**config.mk**
```make
export PLATFORM = sky130hd
export DESIGN_NAME = disp_cro
export DESIGN_NICKNAME = d
export VERILOG_FILES = /design/src/rtl/disp_cro_pkg.sv /design/src/rtl/disp_cro_bin2bcd_seq.sv /design/src/rtl/disp_cro.sv
export SDC_FILE = /design/constraint.sdc
export NUM_CORES = 1
export LEC_CHECK = 0
export BUFFER_PORTS_ARGS = -buffer_cell sky130_fd_sc_hd__buf_4
export CAP_MARGIN = 20
export CORE_MARGIN = 5
export CORE_UTILIZATION = 54
export CTS_CLUSTER_DIAMETER = 30
export CTS_CLUSTER_SIZE = 8
export DETAILED_ROUTE_END_ITERATION = 16
export GPL_TIMING_DRIVEN = 0
export PLACE_DENSITY = 0.85
export REMOVE_ABC_BUFFERS = 1
export SLEW_MARGIN = 15
export SYNTH_ARGS = -nofsm -noshare
export SYNTH_HDL_FRONTEND = slang
export SYNTH_SLANG_ARGS = --single-unit
```
**constraint.sdc**
```tcl
create_clock -name clk -period 2.3 [get_ports clk]
set_input_delay 0.46 -clock clk [delete_from_list [all_inputs] [get_ports clk]]
set_output_delay 0.46 -clock clk [all_outputs]
set_load 0.005 [all_outputs]
```
**src/rtl/disp_cro_pkg.sv**
```systemverilog
// disp_cro_pkg: shared constants for the stopwatch display block.
// Holds the active-low gfedcba digit codes, the blank code, digit count,
// converter FSM state encoding and small helpers used by the RTL.
package disp_cro_pkg;

    localparam int unsigned NUM_DIGITS   = 5;
    localparam int unsigned IDX_W        = 3;
    localparam int unsigned DIGIT_W      = 4;
    localparam int unsigned SEG_W        = 7;
    localparam int unsigned BIN_W        = 10;
    localparam int unsigned BCD_W        = 16;
    localparam int unsigned SHIFT_CYCLES = 10;

    // Active-low segment codes, bit order {g,f,e,d,c,b,a}
    localparam logic [SEG_W-1:0] SEG_0     = 7'b1000000;
    localparam logic [SEG_W-1:0] SEG_1     = 7'b1111001;
    localparam logic [SEG_W-1:0] SEG_2     = 7'b0100100;
    localparam logic [SEG_W-1:0] SEG_3     = 7'b0110000;
    localparam logic [SEG_W-1:0] SEG_4     = 7'b0011001;
    localparam logic [SEG_W-1:0] SEG_5     = 7'b0010010;
    localparam logic [SEG_W-1:0] SEG_6     = 7'b0000010;
    localparam logic [SEG_W-1:0] SEG_7     = 7'b1111000;
    localparam logic [SEG_W-1:0] SEG_8     = 7'b0000000;
    localparam logic [SEG_W-1:0] SEG_9     = 7'b0010000;
    localparam logic [SEG_W-1:0] SEG_BLANK = 7'b1111111;

    typedef enum logic [1:0] {
        ST_IDLE  = 2'd0,
        ST_SHIFT = 2'd1,
        ST_DONE  = 2'd2
    } conv_state_t;

    // BCD digit to segment code; non-decimal values show blank
    function automatic logic [SEG_W-1:0] seg_encode(input logic [DIGIT_W-1:0] digit);
        logic [SEG_W-1:0] code;
        case (digit)
            4'd0:    code = SEG_0;
            4'd1:    code = SEG_1;
            4'd2:    code = SEG_2;
            4'd3:    code = SEG_3;
            4'd4:    code = SEG_4;
            4'd5:    code = SEG_5;
            4'd6:    code = SEG_6;
            4'd7:    code = SEG_7;
            4'd8:    code = SEG_8;
            4'd9:    code = SEG_9;
            default: code = SEG_BLANK;
        endcase
        return code;
    endfunction

    // Double-dabble correction: add 3 to every BCD nibble that is >= 5
    function automatic logic [BCD_W-1:0] bcd_add3(input logic [BCD_W-1:0] value);
        logic [BCD_W-1:0] result;
        result = value;
        for (int n = 0; n < BCD_W / DIGIT_W; n++) begin
            if (value[n*DIGIT_W +: DIGIT_W] >= 4'd5) begin
                result[n*DIGIT_W +: DIGIT_W] = value[n*DIGIT_W +: DIGIT_W] + 4'd3;
            end
        end
        return result;
    endfunction

endpackage

```
**src/rtl/disp_cro_bin2bcd_seq.sv**
```systemverilog
// bin2bcd_seq: sequential double-dabble binary-to-BCD converter.
// IDLE (1 cycle, samples bin when start) -> SHIFT (10 cycles, MSB first)
// -> DONE (1 cycle, done=1 with bcd valid) -> IDLE.
// Ports:
//   clk, rst   : clock, synchronous active-high reset
//   start      : begin a conversion from IDLE (tie high to free-run)
//   bin[9:0]   : binary input, captured in IDLE
//   bcd[15:0]  : registered BCD result {thousands,hundreds,tens,units}
//   done       : registered, high for the single DONE cycle
module bin2bcd_seq
    import disp_cro_pkg::*;
(
    input  logic             clk,
    input  logic             rst,
    input  logic             start,
    input  logic [BIN_W-1:0] bin,
    output logic [BCD_W-1:0] bcd,
    output logic             done
);

    localparam int unsigned CNT_W = 4;

    conv_state_t      state;
    logic [BIN_W-1:0] bin_sr;
    logic [BCD_W-1:0] acc;
    logic [CNT_W-1:0] bit_cnt;
    logic [BCD_W-1:0] acc_adj_c;
    logic [BCD_W-1:0] acc_next_c;

    // One double-dabble step: correct, then shift in the next binary MSB
    assign acc_adj_c  = bcd_add3(acc);
    assign acc_next_c = {acc_adj_c[BCD_W-2:0], bin_sr[BIN_W-1]};

    always_ff @(posedge clk) begin
        if (rst) begin
            state   <= ST_IDLE;
            bin_sr  <= '0;
            acc     <= '0;
            bit_cnt <= '0;
            bcd     <= '0;
            done    <= 1'b0;
        end else begin
            done <= 1'b0;
            case (state)
                ST_IDLE: begin
                    if (start) begin
                        bin_sr  <= bin;
                        acc     <= '0;
                        bit_cnt <= '0;
                        state   <= ST_SHIFT;
                    end
                end
                ST_SHIFT: begin
                    acc     <= acc_next_c;
                    bin_sr  <= {bin_sr[BIN_W-2:0], 1'b0};
                    bit_cnt <= bit_cnt + CNT_W'(1);
                    // Result and done are published together on the last shift
                    if (bit_cnt == CNT_W'(SHIFT_CYCLES - 1)) begin
                        bcd   <= acc_next_c;
                        done  <= 1'b1;
                        state <= ST_DONE;
                    end
                end
                ST_DONE: begin
                    state <= ST_IDLE;
                end
                default: begin
                    state <= ST_IDLE;
                end
            endcase
        end
    end

endmodule

```
**src/rtl/disp_cro.sv**
```systemverilog
// disp_cro: five-digit multiplexed 7-segment stopwatch display.
// Converts seconds (binary) to BCD with bin2bcd_seq, snapshots tenths with
// the same conversion, updates all digits atomically on converter done and
// scans one digit per REFRESH_DIV clocks.
// Optional feature: define LEADING_ZERO_BLANK_EN to blank leading zeros on
// digits 4..2 (digits 1 and 0 are always shown).
// Ports:
//   clk, rst            : clock, synchronous active-high reset
//   segundos[9:0]       : seconds, binary 0..1023
//   counter_Dezenas[3:0]: tenths, values above 9 display as 0
//   seg[6:0]            : {g,f,e,d,c,b,a}, active-low, registered
//   an[4:0]             : digit enables, active-low one-hot, registered
//   dp                  : decimal point, active-low, lit with digit 1
module disp_cro
    import disp_cro_pkg::*;
#(
    parameter int unsigned REFRESH_DIV = 50000
)
(
    input  logic                  clk,
    input  logic                  rst,
    input  logic [BIN_W-1:0]      segundos,
    input  logic [DIGIT_W-1:0]    counter_Dezenas,
    output logic [SEG_W-1:0]      seg,
    output logic [NUM_DIGITS-1:0] an,
    output logic                  dp
);

    localparam int unsigned CNT_W = (REFRESH_DIV > 1) ? $clog2(REFRESH_DIV) : 1;

    logic                                conv_idle;
    logic                                conv_done;
    logic [BCD_W-1:0]                    conv_bcd;
    logic [DIGIT_W-1:0]                  tenths_snap;
    logic [NUM_DIGITS-1:0][DIGIT_W-1:0]  digits;
    logic [CNT_W-1:0]                    refresh_cnt;
    logic [IDX_W-1:0]                    idx;
    logic [NUM_DIGITS-1:0]               lead_blank_c;
    logic [DIGIT_W-1:0]                  cur_digit_c;
    logic                                cur_blank_c;
    logic [NUM_DIGITS-1:0]               an_c;

    bin2bcd_seq u_conv (
        .clk   (clk),
        .rst   (rst),
        .start (1'b1),
        .bin   (segundos),
        .bcd   (conv_bcd),
        .done  (conv_done)
    );

    // conv_idle mirrors the converter's IDLE cycle so tenths are captured
    // on the same edge that the converter captures segundos
    always_ff @(posedge clk) begin
        if (rst) begin
            conv_idle   <= 1'b1;
            tenths_snap <= '0;
        end else begin
            conv_idle <= conv_done;
            if (conv_idle) begin
                tenths_snap <= counter_Dezenas;
            end
        end
    end

    // All five digits change together, only when a conversion completes
    always_ff @(posedge clk) begin
        if (rst) begin
            digits <= '0;
        end else if (conv_done) begin
            digits[4] <= conv_bcd[15:12];
            digits[3] <= conv_bcd[11:8];
            digits[2] <= conv_bcd[7:4];
            digits[1] <= conv_bcd[3:0];
            digits[0] <= (tenths_snap <= 4'd9) ? tenths_snap : 4'd0;
        end
    end

    // Refresh divider and digit index
    always_ff @(posedge clk) begin
        if (rst) begin
            refresh_cnt <= '0;
            idx         <= '0;
        end else if (refresh_cnt == CNT_W'(REFRESH_DIV - 1)) begin
            refresh_cnt <= '0;
            idx         <= (idx == IDX_W'(NUM_DIGITS - 1)) ? '0 : idx + IDX_W'(1);
        end else begin
            refresh_cnt <= refresh_cnt + CNT_W'(1);
        end
    end

`ifdef LEADING_ZERO_BLANK_EN
    // A digit is blanked only if it and every more-significant digit are zero
    always_comb begin
        lead_blank_c    = '0;
        lead_blank_c[4] = (digits[4] == 4'd0);
        lead_blank_c[3] = lead_blank_c[4] && (digits[3] == 4'd0);
        lead_blank_c[2] = lead_blank_c[3] && (digits[2] == 4'd0);
    end
`else
    assign lead_blank_c = '0;
`endif

    // Digit select for the current scan position
    always_comb begin
        cur_digit_c = digits[0];
        cur_blank_c = 1'b0;
        case (idx)
            3'd0: begin cur_digit_c = digits[0]; cur_blank_c = lead_blank_c[0]; end
            3'd1: begin cur_digit_c = digits[1]; cur_blank_c = lead_blank_c[1]; end
            3'd2: begin cur_digit_c = digits[2]; cur_blank_c = lead_blank_c[2]; end
            3'd3: begin cur_digit_c = digits[3]; cur_blank_c = lead_blank_c[3]; end
            3'd4: begin cur_digit_c = digits[4]; cur_blank_c = lead_blank_c[4]; end
            default: begin cur_digit_c = '0; cur_blank_c = 1'b1; end
        endcase
        an_c = ~(NUM_DIGITS'(1) << idx);
    end

    // seg, an and dp are all registered from the same idx value
    always_ff @(posedge clk) begin
        if (rst) begin
            seg <= SEG_BLANK;
            an  <= '1;
            dp  <= 1'b1;
        end else begin
            seg <= cur_blank_c ? SEG_BLANK : seg_encode(cur_digit_c);
            an  <= an_c;
            dp  <= (idx != IDX_W'(1));
        end
    end

endmodule

```
After elaboration in Yosys (flattened, before gate mapping)
Memories as Yosys holds them, arrays and structs flattened. A register that Yosys moved wholly into a read port is not among the register bits.
Cells that the tools add are included.
- register bits: 99
- memory bits (read-only): 112
- input port bits: 16
- output and inout bits: 13
- logic and storage cells: 64
- memories: 1
- add/sub/neg operators: 7
- order comparisons: 5
- equality and inequality tests: 9
- shifts and indexed selects: 1
- muxes and demuxes: 13
- bitwise logic cells: 3
- reduce and logical (&&, ||, !) cells: 8
- memories (memory ; depth ; bits a word ; rd ports ; clocked after Yosys merged registers in ; wr ports ; RTL line ; RTL):
    (no name shown) ; 16 ; 7 ; 1 ; 1 ; 0 ; disp_cro_pkg.sv:36 ; case (digit)
- operators by type and width (kind ; count):
    case mux 16 bit (2 select lines) ; 1
    case mux 10 bit (2 select lines) ; 1
    case mux 4 bit (5 select lines) ; 1
    adder 16 x 1 -> 16 bit, second input constant ; 1
    equality test 16 bit, second input constant ; 1
    >= comparator 4 x 3 -> 1 bit, second input constant ; 4
    two-way mux 4 bit ; 4
    adder 4 x 2 -> 4 bit, second input constant ; 3
    case mux 4 bit (2 select lines) ; 1
    equality test 3 x 2 -> 1 bit, second input constant ; 2
    two-way mux 3 bit ; 2
    OR reduction 2 bit ; 3
    NOT 5 bit ; 1
    OR reduction 5 bit ; 1
    left shift 1 x 3 -> 5 bit, first input constant ; 1
    adder 4 x 1 -> 4 bit, second input constant ; 1
    equality test 4 bit, second input constant ; 1
    less-or-equal comparator 4 bit, second input constant ; 1
    case mux 2 bit (2 select lines) ; 1
    adder 3 x 1 -> 3 bit, second input constant ; 1
    adder 3 x 2 -> 3 bit, second input constant ; 1
    equality test 3 x 1 -> 1 bit, second input constant ; 1
    equality test 3 bit, second input constant ; 1
    zero test 3 bit ; 1
    other kinds (9) ; 10

Longest topological paths before layout
- depth after elaboration: 4
- gate-level depth with buffers: 12

Hierarchy
Synthesis repeated with hierarchy kept, for this count alone.
- cells, all modules: 511
- area, all modules: 4775.8 um2
- modules (own cells, without submodules) (module ; times used ; cells each ; area an instance (um2) ; seq. area each (um2)):
    disp_cro ; 1 ; 261 ; 2453.6 ; 1121.1
    bin2bcd_seq ; 1 ; 250 ; 2322.2 ; 980.9

Worst setup path after synthesis
OpenSTA, ideal clock, no wires.
- kind: register -> register
- start: register idx[2]
- end: register seg[3]
- library setup time: 134 ps
- arrival time: 2121 ps
- required time: 2166 ps
- setup slack: 45 ps
- stages on the path, launching flop included: 11
- buffers on the path: 1
- path through: dfxtp_1 clkbuf_1 inv_1 ha_1 a22oi_1 o21ai_0 and2_1 ha_1 and3_1 a211oi_1 o21ai_1
- cells in the longest elaborated chain, start to end: 4
- RTL lines (element ; RTL line ; RTL):
    from (decl) ; disp_cro.sv:37 ; logic [IDX_W-1:0] idx;
    from (signal assigned) ; disp_cro.sv:86 ; idx <= (idx == IDX_W'(NUM_DIGITS - 1)) ? '0 : idx + IDX_W'(1);
    equality test 3 bit (tied with other cells) ; disp_cro.sv:108 ; case (idx)
    OR reduction 5 bit (no line) ; - ;
    NOT 1 bit (no line) ; - ;
    OR reduction 2 bit (no line) ; - ;
    to (decl) ; disp_cro.sv:24 ; output logic [SEG_W-1:0] seg,
Several ways; a longest one is shown, not always the timed one.
A chain may end at the register's enable or synchronous reset.

Worst setup path after layout
- start: register idx[0]
- end: register seg[3]
Same word-level chain as after synthesis.

==> run_results.csv <==
group,metric,value,unit
place,portBuffers,28,
logic_synthesis,synthArstFlopShare,0,%
floorplan,initial_core_util,55.9,%
grt,grt_pass1_vias,3316,
logic_synthesis,yosys_warnings,0,
logic_synthesis,synth-edff-count,0,
outcome,status,"complete, no violations",
floorplan,die_w,103,um
drt,drt_iter0_markers,272,
drt,dr.pass1.iters,5,
final_layout,drive_above_1_share,13.9,%
cts,path_clk_slew,0.10,ns
drt,vias,3614,
drt,finalWirelength,9.09,mm
power,p_per_area,608,mW/mm^2
critical_path,cp_slowest_stage_delay,0.39,ns
timing,fin_crit_sh,98.8,%
timing,slew_headroom,26.9,%
grt,met3_usage,4.94,%
power,p_leak,1.96,nW
grt,busiest_layer,"met2",
timing,finalSetupViolations,0,
logic_synthesis,syn_area_per_cell,8.81,um^2
timing,maxClockFrequency,440,MHz
timing,hold_viol,0,
floorplan,die_h,103,um
critical_path,start_kind,"flip-flop",
grt,grt_pass1_wl,14.7,mm
timing,worst_pin_slew,1.10,ns
cts,cts_tree,"built",
cts,cts.sinks,105,
power,clockPowerShare,36.6,%
logic_synthesis,ys_types,47,
drt,routedWlPerCell,13.9,um
floorplan,core,0.00830,mm^2
grt,use_met2,30.0,%
final_layout,regArea,0.00211,mm^2
worst_hold_path,hold_depth,3,
critical_path,end_kind,"flip-flop",
final_layout,fillers,675,
floorplan,die_area,0.0106,mm^2
cts,ctsLongestPathBuffers,2,
power,seqPwrFrac,59.4,%
grt,grt_max_degree,84,
timing,drv_slew,0,
place,place_congestion,0.876,
job,cap_violations,0,
logic_synthesis,synthFlopType,"dfxtp_1",
critical_path,reg2reg_depth,10,
critical_path,cp_slowest_cell,"dfxtp_4",
drt,viasPerCell,5.53,
logic_synthesis,synth_top_area_share,45.3,%
logic_synthesis,synthTopCellsByCount,"105 x dfxtp_1, 97 x nor2_1, 44 x a21oi_1, 35 x nand2_1, 30 x mux2i_1",
logic_synthesis,synth_most_common_cell,"dfxtp_1",
timing,min_period,2.27,ns
critical_path,worstSetupPathType,"reg -> reg",
final_layout,diodes,0,
grt,grtUsageTotal,17.4,%
logic_synthesis,synth_cells,527,
power,irDropWorstVdd,0.000372,V
power,swShare,23.2,%
cts,cts_buffers,9,
floorplan,io_pins,29,
power,p_switching,728,uW
floorplan,row_count,33,
final_layout,final_nets,581,
timing,worst_clock_skew,0.0170,ns
cts,ctsHtreeMaxLevel,3,
cts,cts_root_buffer,"clkbuf_8",
timing,finalSetupTns,0,ns
logic_synthesis,ys_seq_area_share,45.3,%
place,dp_hpwl,6.05,mm
logic_synthesis,syn_area,0.00464,mm^2
logic_synthesis,synth.ff_latch_count,105,
grt,global_route.usage.met1,21.1,%
power,internal_power,2.42,mW
worst_hold_path,hp-class,"in -> reg",
drt,route.detailed.drc,0,
drt,antenna_left,0,
critical_path,worstPathMaxFanout,8,
critical_path,crit_chain,"inv_2, ha_4, a222oi_1, buf_4, o21ai_0, and2_1, ha_1, and3_1, a211oi_2, o21ai_1",
critical_path,cp.required,2.54,ns
logic_synthesis,synth_area_leaders,"dfxtp_1 45%, nor2_1 7.8%, mux2i_1 6.5%",
final_layout,multi_input_area,0.00242,mm^2
grt,grt_overflow,0,
logic_synthesis,synth_largest_area_cell,"dfxtp_1",
cts,worstSkewPairLatency,0.36,ns
critical_path,crit_arrival,2.51,ns
grt,antenna_found_initial,0,
final_layout,area_growth,11.5,%
final_layout,final_core_util,62.4,%
timing,rsz0062_at_grt,"true",
power,share_comb_of_total_power,4.0,%
## cells by family after synthesis
kind of cell | synth area share, %
fa+ha+maj | 5.93
buf+inv | 3.96
mux | 6.47
simple gates | 19.3
flops | 45.3
compound gates | 15.1
xor+xnor | 3.96
## state kept, by name, indices dropped and copies added (netlist names)
register and count:
an 4, conv_idle 1, digits 20, dp 1, idx 3, refresh_cnt 16
seg 7, tenths_snap 4, u_conv.acc 16, u_conv.bcd 16, u_conv.bin_sr 10, u_conv.bit_cnt 4
u_conv.done 1, u_conv.state 2
## placed cells by master, fill, tap and decap left out, types with 5 or more instances in the layout
cell type,netlist,final
a22oi_1,15,14
nor2_1,97,96
inv_1,15,13
nand2_1,35,35
mux2i_1,30,30
nor2b_1,6,5
a211oi_1,14,13
buf_4,1,33
nand2b_1,10,10
ha_1,22,17
clkbuf_8,0,9
nor3_1,7,7
a21oi_1,44,44
xor2_1,10,10
nand3_1,14,14
a21o_1,7,7
o21ai_0,10,10
dfxtp_1,105,100
xnor2_1,11,11
or3_1,5,5
## final timing paths
path | from | to | slack (ns)
hold / removal | counter_Dezenas[0] | tenths_snap[0]$_SDFFE_PP0P_ | 0.34
setup / recovery | idx[0]$_SDFFE_PP0P_ | seg[3]$_SDFF_PP1_ | 0.03
hold reg to reg | u_conv.bcd[13]$_SDFFE_PP0P_ | u_conv.bcd[13]$_SDFFE_PP0P_ | 0.46
setup reg to reg | idx[0]$_SDFFE_PP0P_ | seg[3]$_SDFF_PP1_ | 0.03
## layout make-up
cell class	count	area share, %
inverters	15	1.09
clock inverters	7	1.50
repair buffers	33	4.79
well taps	105	2.54
clock buffers	9	2.39
multi-input cells	379	46.9
flip-flops and latches	105	40.8
## power groups by stage
stage / sequential [mW] / combinational [mW] / clock, mW
global route: 1.88 / 0.141 / 1.26
global placement: 1.91 / 0.120 / 0
finish: 1.87 / 0.125 / 1.15
detailed placement: 1.91 / 0.125 / 0
floorplan: 1.91 / 0.0620 / 0
CTS: 1.87 / 0.126 / 1.19
## worst max-delay path, delay by kind of cell, from the launching register on
| kind | cells | cell delay, ns |
|---|---|---|
| AO/OA/AOI/OAI | 4 | 0.67 |
| flip-flops | 1 | 0.39 |
| buffers and inverters | 2 | 0.25 |
| adder cells (fa/ha/maj) | 2 | 0.47 |
| AND/OR/NAND/NOR | 2 | 0.35 |
## repair_timing
action | CTS | global route
gates cloned | 0 | 1
gates resized for setup | 8 | 13
setup endpoints to repair | 21 | 16
setup buffers | 1 | 4
hold buffers | 0 | 0
pin swaps | 1 | 6
## metal layers
metal,part of all wire (%),routed length (um),vias up
met5,0,0,-
met4,1.1,103,0
met3,4.8,438,10
met2,49,4460,83
met1,45,4090,1675
li1,-,-,1846
## per-stage QoR
stage | instance area, um^2 | power [mW] | hold WS, ns | std cells | setup slack (ns)
detailed placement | 4860 | 2.04 | 0.445 | 631 | -0.390
global placement | 4860 | 2.03 | 0.428 | 631 | -0.359
global route | 5170 | 3.28 | 0.325 | 653 | -0.0502
CTS | 5090 | 3.19 | 0.322 | 648 | 0.0150
floorplan | 4520 | 1.97 | 0.418 | 498 | 0.134
finish | 5170 | 3.15 | 0.340 | 653 | 0.0282
Power figures use the tool's default switching activity.
